===== config.mk =====
export PLATFORM = sky130hd
export DESIGN_NAME = pc_fetch_unit
export DESIGN_NICKNAME = d
export VERILOG_FILES = /design/src/rtl/legv8_pkg.sv /design/src/rtl/branch_target_adder.sv /design/src/rtl/pc_fetch_unit.sv
export SDC_FILE = /design/constraint.sdc
export NUM_CORES = 1
export LEC_CHECK = 0
export BUFFER_PORTS_ARGS = -buffer_cell sky130_fd_sc_hd__buf_2
export CAP_MARGIN = 20
export CORE_ASPECT_RATIO = 0.5
export CORE_UTILIZATION = 40
export DETAILED_ROUTE_END_ITERATION = 6
export GPL_TIMING_DRIVEN = 0
export HOLD_SLACK_MARGIN = 0.03
export PLACE_DENSITY_LB_ADDON = 0.05
export SLEW_MARGIN = 40
export SYNTH_ARGS = -nofsm -noshare
export SYNTH_HDL_FRONTEND = slang
export SYNTH_HIERARCHICAL = 1
export SYNTH_SLANG_ARGS = --single-unit

===== constraint.sdc =====
create_clock -name clk -period 3.2 [get_ports clk]
set_input_delay 0.64 -clock clk [delete_from_list [all_inputs] [get_ports clk]]
set_output_delay 0.64 -clock clk [all_outputs]
set_load 0.05 [all_outputs]

===== src/rtl/legv8_pkg.sv =====
// Shared constants and types for the LEGv8 fetch front end.
package legv8_pkg;

  localparam int LEGV8_ADDR_W  = 64;
  localparam int LEGV8_INSTR_W = 32;
  localparam int PC_STEP       = 4;

  // Opcode fields of the two branch classes the fetch unit redirects on.
  localparam logic [5:0] OPC_B   = 6'b000101;
  localparam logic [7:0] OPC_CBZ = 8'b10110100;

  typedef enum logic {
    S_FETCH,
    S_ISSUE
  } fetch_state_t;

  function automatic logic branch_taken(input logic uncond, input logic cond, input logic zero);
    return uncond | (cond & zero);
  endfunction

endpackage


===== src/rtl/branch_target_adder.sv =====
// Combinational branch target: pc plus a word offset scaled to bytes, modulo 2^ADDR_W.
import legv8_pkg::*;

module branch_target_adder #(
  parameter int ADDR_W = LEGV8_ADDR_W
) (
  input  logic [ADDR_W-1:0] pc,
  input  logic [ADDR_W-1:0] imm,
  output logic [ADDR_W-1:0] target
);

  assign target = pc + (imm << 2);

endmodule


===== src/rtl/pc_fetch_unit.sv =====
// Program counter and instruction fetch over a req/ready handshake.
// Optional FETCH_PERF_CNT_EN adds fetched/taken performance counters.
import legv8_pkg::*;

module pc_fetch_unit #(
  parameter int                ADDR_W   = LEGV8_ADDR_W,
  parameter int                INSTR_W  = LEGV8_INSTR_W,
  parameter logic [ADDR_W-1:0] RESET_PC = '0
) (
  input  logic               clk,
  input  logic               reset,
  output logic               imem_req,
  output logic [ADDR_W-1:0]  imem_addr,
  input  logic               imem_ready,
  input  logic [INSTR_W-1:0] imem_rdata,
  output logic [INSTR_W-1:0] instr,
  output logic               instr_valid,
  output logic [ADDR_W-1:0]  pc_out,
  input  logic               stall,
  input  logic [ADDR_W-1:0]  sign_ext_imm,
  input  logic               uncond_branch,
  input  logic               cond_branch,
  input  logic               alu_zero
`ifdef FETCH_PERF_CNT_EN
  ,
  output logic [31:0]        perf_fetched,
  output logic [31:0]        perf_taken
`endif
);

  fetch_state_t      state;
  logic [ADDR_W-1:0] pc;
  logic [ADDR_W-1:0] branch_target;
  logic [ADDR_W-1:0] next_pc;
  logic              taken;
  logic              consume;

  branch_target_adder #(
    .ADDR_W (ADDR_W)
  ) u_branch_target_adder (
    .pc     (pc),
    .imm    (sign_ext_imm),
    .target (branch_target)
  );

  assign taken     = branch_taken(uncond_branch, cond_branch, alu_zero);
  assign next_pc   = taken ? branch_target : pc + ADDR_W'(PC_STEP);
  assign consume   = (state == S_ISSUE) && !stall;
  assign imem_addr = pc;
  assign pc_out    = pc;

  // A capture needs imem_req already high, so a ready arriving right after
  // reset is ignored; the consume edge re-raises imem_req for 2-cycle throughput.
  always_ff @(posedge clk or posedge reset) begin
    if (reset) begin
      state       <= S_FETCH;
      pc          <= RESET_PC;
      imem_req    <= 1'b0;
      instr_valid <= 1'b0;
      instr       <= '0;
    end else begin
      case (state)
        S_FETCH: begin
          if (imem_req && imem_ready) begin
            instr       <= imem_rdata;
            imem_req    <= 1'b0;
            instr_valid <= 1'b1;
            state       <= S_ISSUE;
          end else begin
            imem_req <= 1'b1;
          end
        end
        S_ISSUE: begin
          if (!stall) begin
            pc          <= next_pc;
            instr_valid <= 1'b0;
            imem_req    <= 1'b1;
            state       <= S_FETCH;
          end
        end
        default: state <= S_FETCH;
      endcase
    end
  end

`ifdef FETCH_PERF_CNT_EN
  always_ff @(posedge clk or posedge reset) begin
    if (reset) begin
      perf_fetched <= '0;
      perf_taken   <= '0;
    end else if (consume) begin
      perf_fetched <= perf_fetched + 32'd1;
      if (taken) perf_taken <= perf_taken + 32'd1;
    end
  end
`endif

endmodule


# Yosys cells after proc, flatten, opt, wreduce, memory -nomap -nowiden

Index checks and enable logic that the tools add are counted.

Add/sub/neg operators: 2
Equal/unequal tests: 2
Reduce and logical (&&, ||, !) cells: 4
Multiplexer cells: 10
Div/mod/pow operators: 0
Shift-type cells: 0
$mul: 0
Magnitude comparators: 0
Bitwise operators: 4

Operator list:

| kind                  | number |
|---|---|
| $add 64x3->64 const B | 1 |
| $add 64x64->64        | 1 |
| $mux 64               | 1 |
| $mux 1                | 6 |
| $pmux 1 s2            | 3 |
| $reduce_and 2->1      | 3 |
| $ne 2x2->1 const B    | 2 |
| $not 1->1             | 2 |
| $and 1x1->1           | 1 |
| $logic_and 1x1->1     | 1 |
| $or 1x1->1            | 1 |

ROM bits: 0
Word-level logic and storage cells: 27
Flip-flop bits (word level): 99
Memories kept: 0
Memory bits (writable): 0
Output and inout bits: 162
Latch bits: 0
Bits of input ports: 103

# Longest topological paths before layout

Depth in word-level cells: 3
Gate-level depth with buffers: 16
Depth with buffers taken out: 16

# Hierarchy

Netlist, hierarchy kept.

By module, submodules not included:

| module              | area each (µm²) | times used | sequential area each (µm²) | cells an instance |
|---|---|---|---|---|
| pc_fetch_unit       | 5811.8          | 1          | 2477.4                     | 655 |
| branch_target_adder | 3463.3          | 1          | 0.0                        | 504 |

# Worst setup path before layout

OpenSTA, ideal clock, no wires.

Kind: register to register
Start: reg pc[2] (netlist: imem_addr[2])
End: reg pc[62] (netlist: imem_addr[62])
Data arrival time: 3717 ps
Slack: -654 ps
Cell stages (with the launch flop): 16
Path buffers: 0
Clock period less this slack: 3854 ps
Data required time: 3063 ps
Cell sequence: dfrtp_1 ha_1 inv_1 fa_1 and2b_1 o2111ai_1 a21oi_1 a221o_2 a211o_1 a21o_2 a41oi_4 o31a_2 o41ai_1 xor2_1 o22ai_1 a2bb2oi_1

Cells in the longest elaborated chain, start to end: 2

Ends and longest elaborated chain:

| element                     | line                      | RTL |
|---|---|---|
| start, declared             | pc_fetch_unit.sv:32       | `logic [ADDR_W-1:0] pc;` |
| start signal, assigned      | pc_fetch_unit.sv:75       | `pc <= next_pc;` |
| $add 64x64->64              | branch_target_adder.sv:12 | `assign target = pc + (imm << 2);` |
| named net branch_target[62] | pc_fetch_unit.sv:33       | `logic [ADDR_W-1:0] branch_target;` |
| $mux 64                     | pc_fetch_unit.sv:47       | `assign next_pc = taken ? branch_target : pc + ADDR_W'(PC_STEP);` |

The timed path passes the listed nets, and every way through them passes these cells.
A chain may end at the register's enable or synchronous reset.

# Worst setup path after layout

Start: reg pc[2] (netlist: imem_addr[2])
End: reg pc[60] (netlist: imem_addr[60])

The elaborated chain is that of the path after synthesis.

==> implementation parameters <==
Parameter                              Value

Run status
  Run status ... finished, violations left
  Failing checks ... negative setup slack

Timing
  Min Tclk post-route ... 3660 ps
  Slack of the critical path ... -462 ps
  Final Hold Violating Endpoints ... 0
  Slew at the pin closest to its max-slew limit ... approximately 800 ps
  Final period util ... 114%
  Final-report setup violation count ... 17
  Hold Slack ... approximately 260 ps
  Clock skew ... about 11 ps
  Unrepaired setup endpoints after global routing ... true
  Max-slew violation count ... 0
  Fmax ... 273 MHz
  Setup TNS ... -3420 ps
  Worst slew margin ... 45.7%

Clock tree
  CTS tree ... built
  Number of sinks on the clock net ... approximately 100
  Number of buffers added by the clock tree synthesis step ... 9
  Worst skew pair latency ... 380 ps
  H-tree depth reported by CTS ... 3
  Clock root buffer ... sky130_fd_sc_hd__clkbuf_16
  Buffers from clock root to sink, at most ... 2
  Clock slew at reported path FFs ... 80 ps

Worst setup path
  Worst EP required ... between 3000 and 4000 ps
  Reg2reg path depth ... 16
  Endpoint type of the worst setup path ... flip-flop
  Start-to-end type of the worst setup path ... flip-flop to flip-flop
  Startpoint of the worst setup timing path ... imem_addr[2]
  Crit Reg-Reg Endpoint ... imem_addr[60]
  Reg-to-reg critical path startpoint ... imem_addr[2]
  Critical Path AT ... between 3000 and 4000 ps
  Critical Path Fanout Max ... 4
  Startpoint type of the worst setup path ... flip-flop
  Flop2flop setup slack ... -460 ps
  Critical Path Sink ... imem_addr[60]

Detailed routing
  Average wire per cell in the routed design ... between 15 and 20 um
  Total wire length after detailed routing ... roughly 35000 um
  Routed via count ... roughly 10000
  DRT iter0 DRCs ... approximately 1000
  # DRC ... 0
  Routed vias/inst ... 5.84
  Detailed Routing Iterations Pass 1 ... 5
  Remaining antenna violation count after routing ... 0

Finish
  Antenna diode instance count ... 0
  Number of inserted filler cells in the final layout ... 2115
  FF/Latch Area ... between 2000 and 3000 um2
  Number of nets in the layout ... ~1700
  Final standard cell utilization of the core ... 55.9%
  Most common library cell in the layout ignoring fill and taps ... sky130_fd_sc_hd__buf_2
  Final cell count without fillers ... between 1500 and 2000
  Fraction of layout instances using a drive strength above 1 ... a little under two fifths
  Area growth from synthesis to final layout ... 33.9%
  Commonest non-fill, non-tap cells in the layout ... sky130_fd_sc_hd__buf_2 (266), sky130_fd_sc_hd__a21oi_1 (135), sky130_fd_sc_hd__buf_4 (115)
  Area occupied by multi-input gates ... between 6000 and 7000 um2

Logic synthesis
  Post-synth cell types ... 78
  Number of storage elements in the synthesis netlist ... 99
  Sequential cell area fraction in the yosys report ... about a quarter
  Average cell area after synthesis ... 8.00 um2
  Synthesized Nets ... 1325
  Primary flip-flop cell chosen by synthesis mapping ... sky130_fd_sc_hd__dfrtp_1
  Cell taking the most area after synthesis ... sky130_fd_sc_hd__dfrtp_1
  Portion of synthesized cell area occupied by the leading cell type ... a little over a quarter
  Number of enable-type register cells in the synthesized netlist ... 0
  Async SR Flop Fraction ... 100%
  Area contributors post-synth ... sky130_fd_sc_hd__dfrtp_1 (27%), sky130_fd_sc_hd__ha_1 (8.4%), sky130_fd_sc_hd__a21oi_1 (7.7%)
  Yosys warns ... 6
  Total standard cell area after synthesis ... around 9300 um2
  Number of cells produced by synthesis ... 1159

Die
  Num rows ... 38
  Boundary Pins ... around 270
  DIE AREA ... 23800 um2
  Area of the core ... approximately 22000 um2
  Chip Height ... about 110 um
  Initial Utilization ... between 40% and 50%
  Die W ... 217 um

Placed design
  Weighted congestion at the end of routability-driven global placement ... a little under 1
  Count of input and output buffers ... between 200 and 300
  Number of cells after detailed placement ... 1726
  Total half-perimeter wirelength after legalization and detailed placement ... between 20000 and 30000 um

GRT
  Initial antenna violation count ... 0
  Global route overflow ... 0
  Pin count of the biggest net entering global routing ... 20
  Global-route wire length before repair ... about 52000 um
  Via count of the first global-routing pass ... around 9400
  Combined global-route utilization of all metal layers ... roughly 29%

Job
  Maximum capacitance violations ... 0

Min path
  Worst hold-check path type ... input pin to async pin
[cell usage after synthesis, drive strengths merged (4+ instances only)]
cell / count
a21oi: 144
nand2: 115
dfrtp: 99
nor2: 89
buf: 80
o21ai: 64
ha: 62
nand3: 49
clkbuf: 42
nand4: 38
a21o: 35
mux2: 33
xnor2: 33
o22ai: 30
xor2: 26
inv: 23
a2bb2oi: 17
nor3: 16
and3: 15
a31oi: 14
o21a: 12
and2: 9
o21bai: 9
o211ai: 7
o22a: 7
a211oi: 6
and4: 6
nor2b: 6
nor4: 6
nand2b: 5
o31ai: 5
o41ai: 4
or2: 4
or3: 4
[stage by stage]
stage | setup WS [ps] | cell area, um2
2_1_floorplan | -228 | 9360
3_3_place_gp | -847 | 11000
3_5_place_dp | -889 | 11200
4_1_cts | -448 | 11900
5_1_grt | -556 | 12400
6_report | -462 | 12400
[how the worst min path moves through the flow]
stage                      startpoint          end  slack (ps)
after floorplan                 state        state         490
after global placement    instr_valid  instr_valid         460
after detailed placement  instr_valid  instr_valid         470
after CTS                       reset     instr[0]         260
after global routing            reset     instr[0]         280
final                           reset     instr[0]         260
[cell type report]
| type | instances | share of cell area [%] |
|---|---|---|
| multi-input combinational | 915 | 52.5 |
| sequential | 99 | 20.1 |
| timing repair buffer | 320 | 15.0 |
| buffer | 122 | 6.07 |
| tap | 300 | 3.02 |
| clock buffer | 13 | 2.10 |
| inverter | 23 | 0.725 |
| clock inverter | 3 | 0.383 |
[worst max-delay path, cell delays in order, from the launching register on]
cell,delay [ps]
sky130_fd_sc_hd__dfrtp_2,420
sky130_fd_sc_hd__ha_4,160
sky130_fd_sc_hd__inv_2,50
sky130_fd_sc_hd__fa_2,200
sky130_fd_sc_hd__and2b_1,210
sky130_fd_sc_hd__o2111ai_2,240
sky130_fd_sc_hd__a21oi_2,120
sky130_fd_sc_hd__a221o_2,400
sky130_fd_sc_hd__a211o_4,380
sky130_fd_sc_hd__a21o_4,240
sky130_fd_sc_hd__a41oi_4,270
sky130_fd_sc_hd__o21bai_2,100
sky130_fd_sc_hd__a21o_1,190
sky130_fd_sc_hd__xor2_2,170
sky130_fd_sc_hd__nor2_1,60
sky130_fd_sc_hd__a41o_1,230
sky130_fd_sc_hd__a21oi_1,120
[flip-flops by register name, indices dropped and copies added (netlist names)]
signal       cells
imem_req         1
imem_addr       64
instr_valid      1
state            1
instr           32
[timing repair]
| action | CTS | global route |
|---|---|---|
| pin swaps | 21 | 40 |
| gates resized for setup | 33 | 72 |
| hold buffers | 0 | 0 |
| setup buffers | 25 | 31 |
| setup endpoints to repair | 29 | 29 |
[metal layers]
layer / global-route usage, % / wire (um)
met1: 41.3 / 16300
met2: 44.0 / 15500
met3: 5.42 / 2910
met4: 6.29 / 338
met5: 0 / 0
[cells by family after synthesis]
group,share of synthesized area [%]
and+or+nand+nor,19.4
AOI/OAI and AO/OA,26.7
xor gates and xnor gates,5.57
muxes,4.22
adders and majority gates,8.58
DFF,26.7
buffers and inverters,8.78
Power is not shown: default switching activity piles up to over one toggle a cycle in this logic, so the estimate is an artifact.
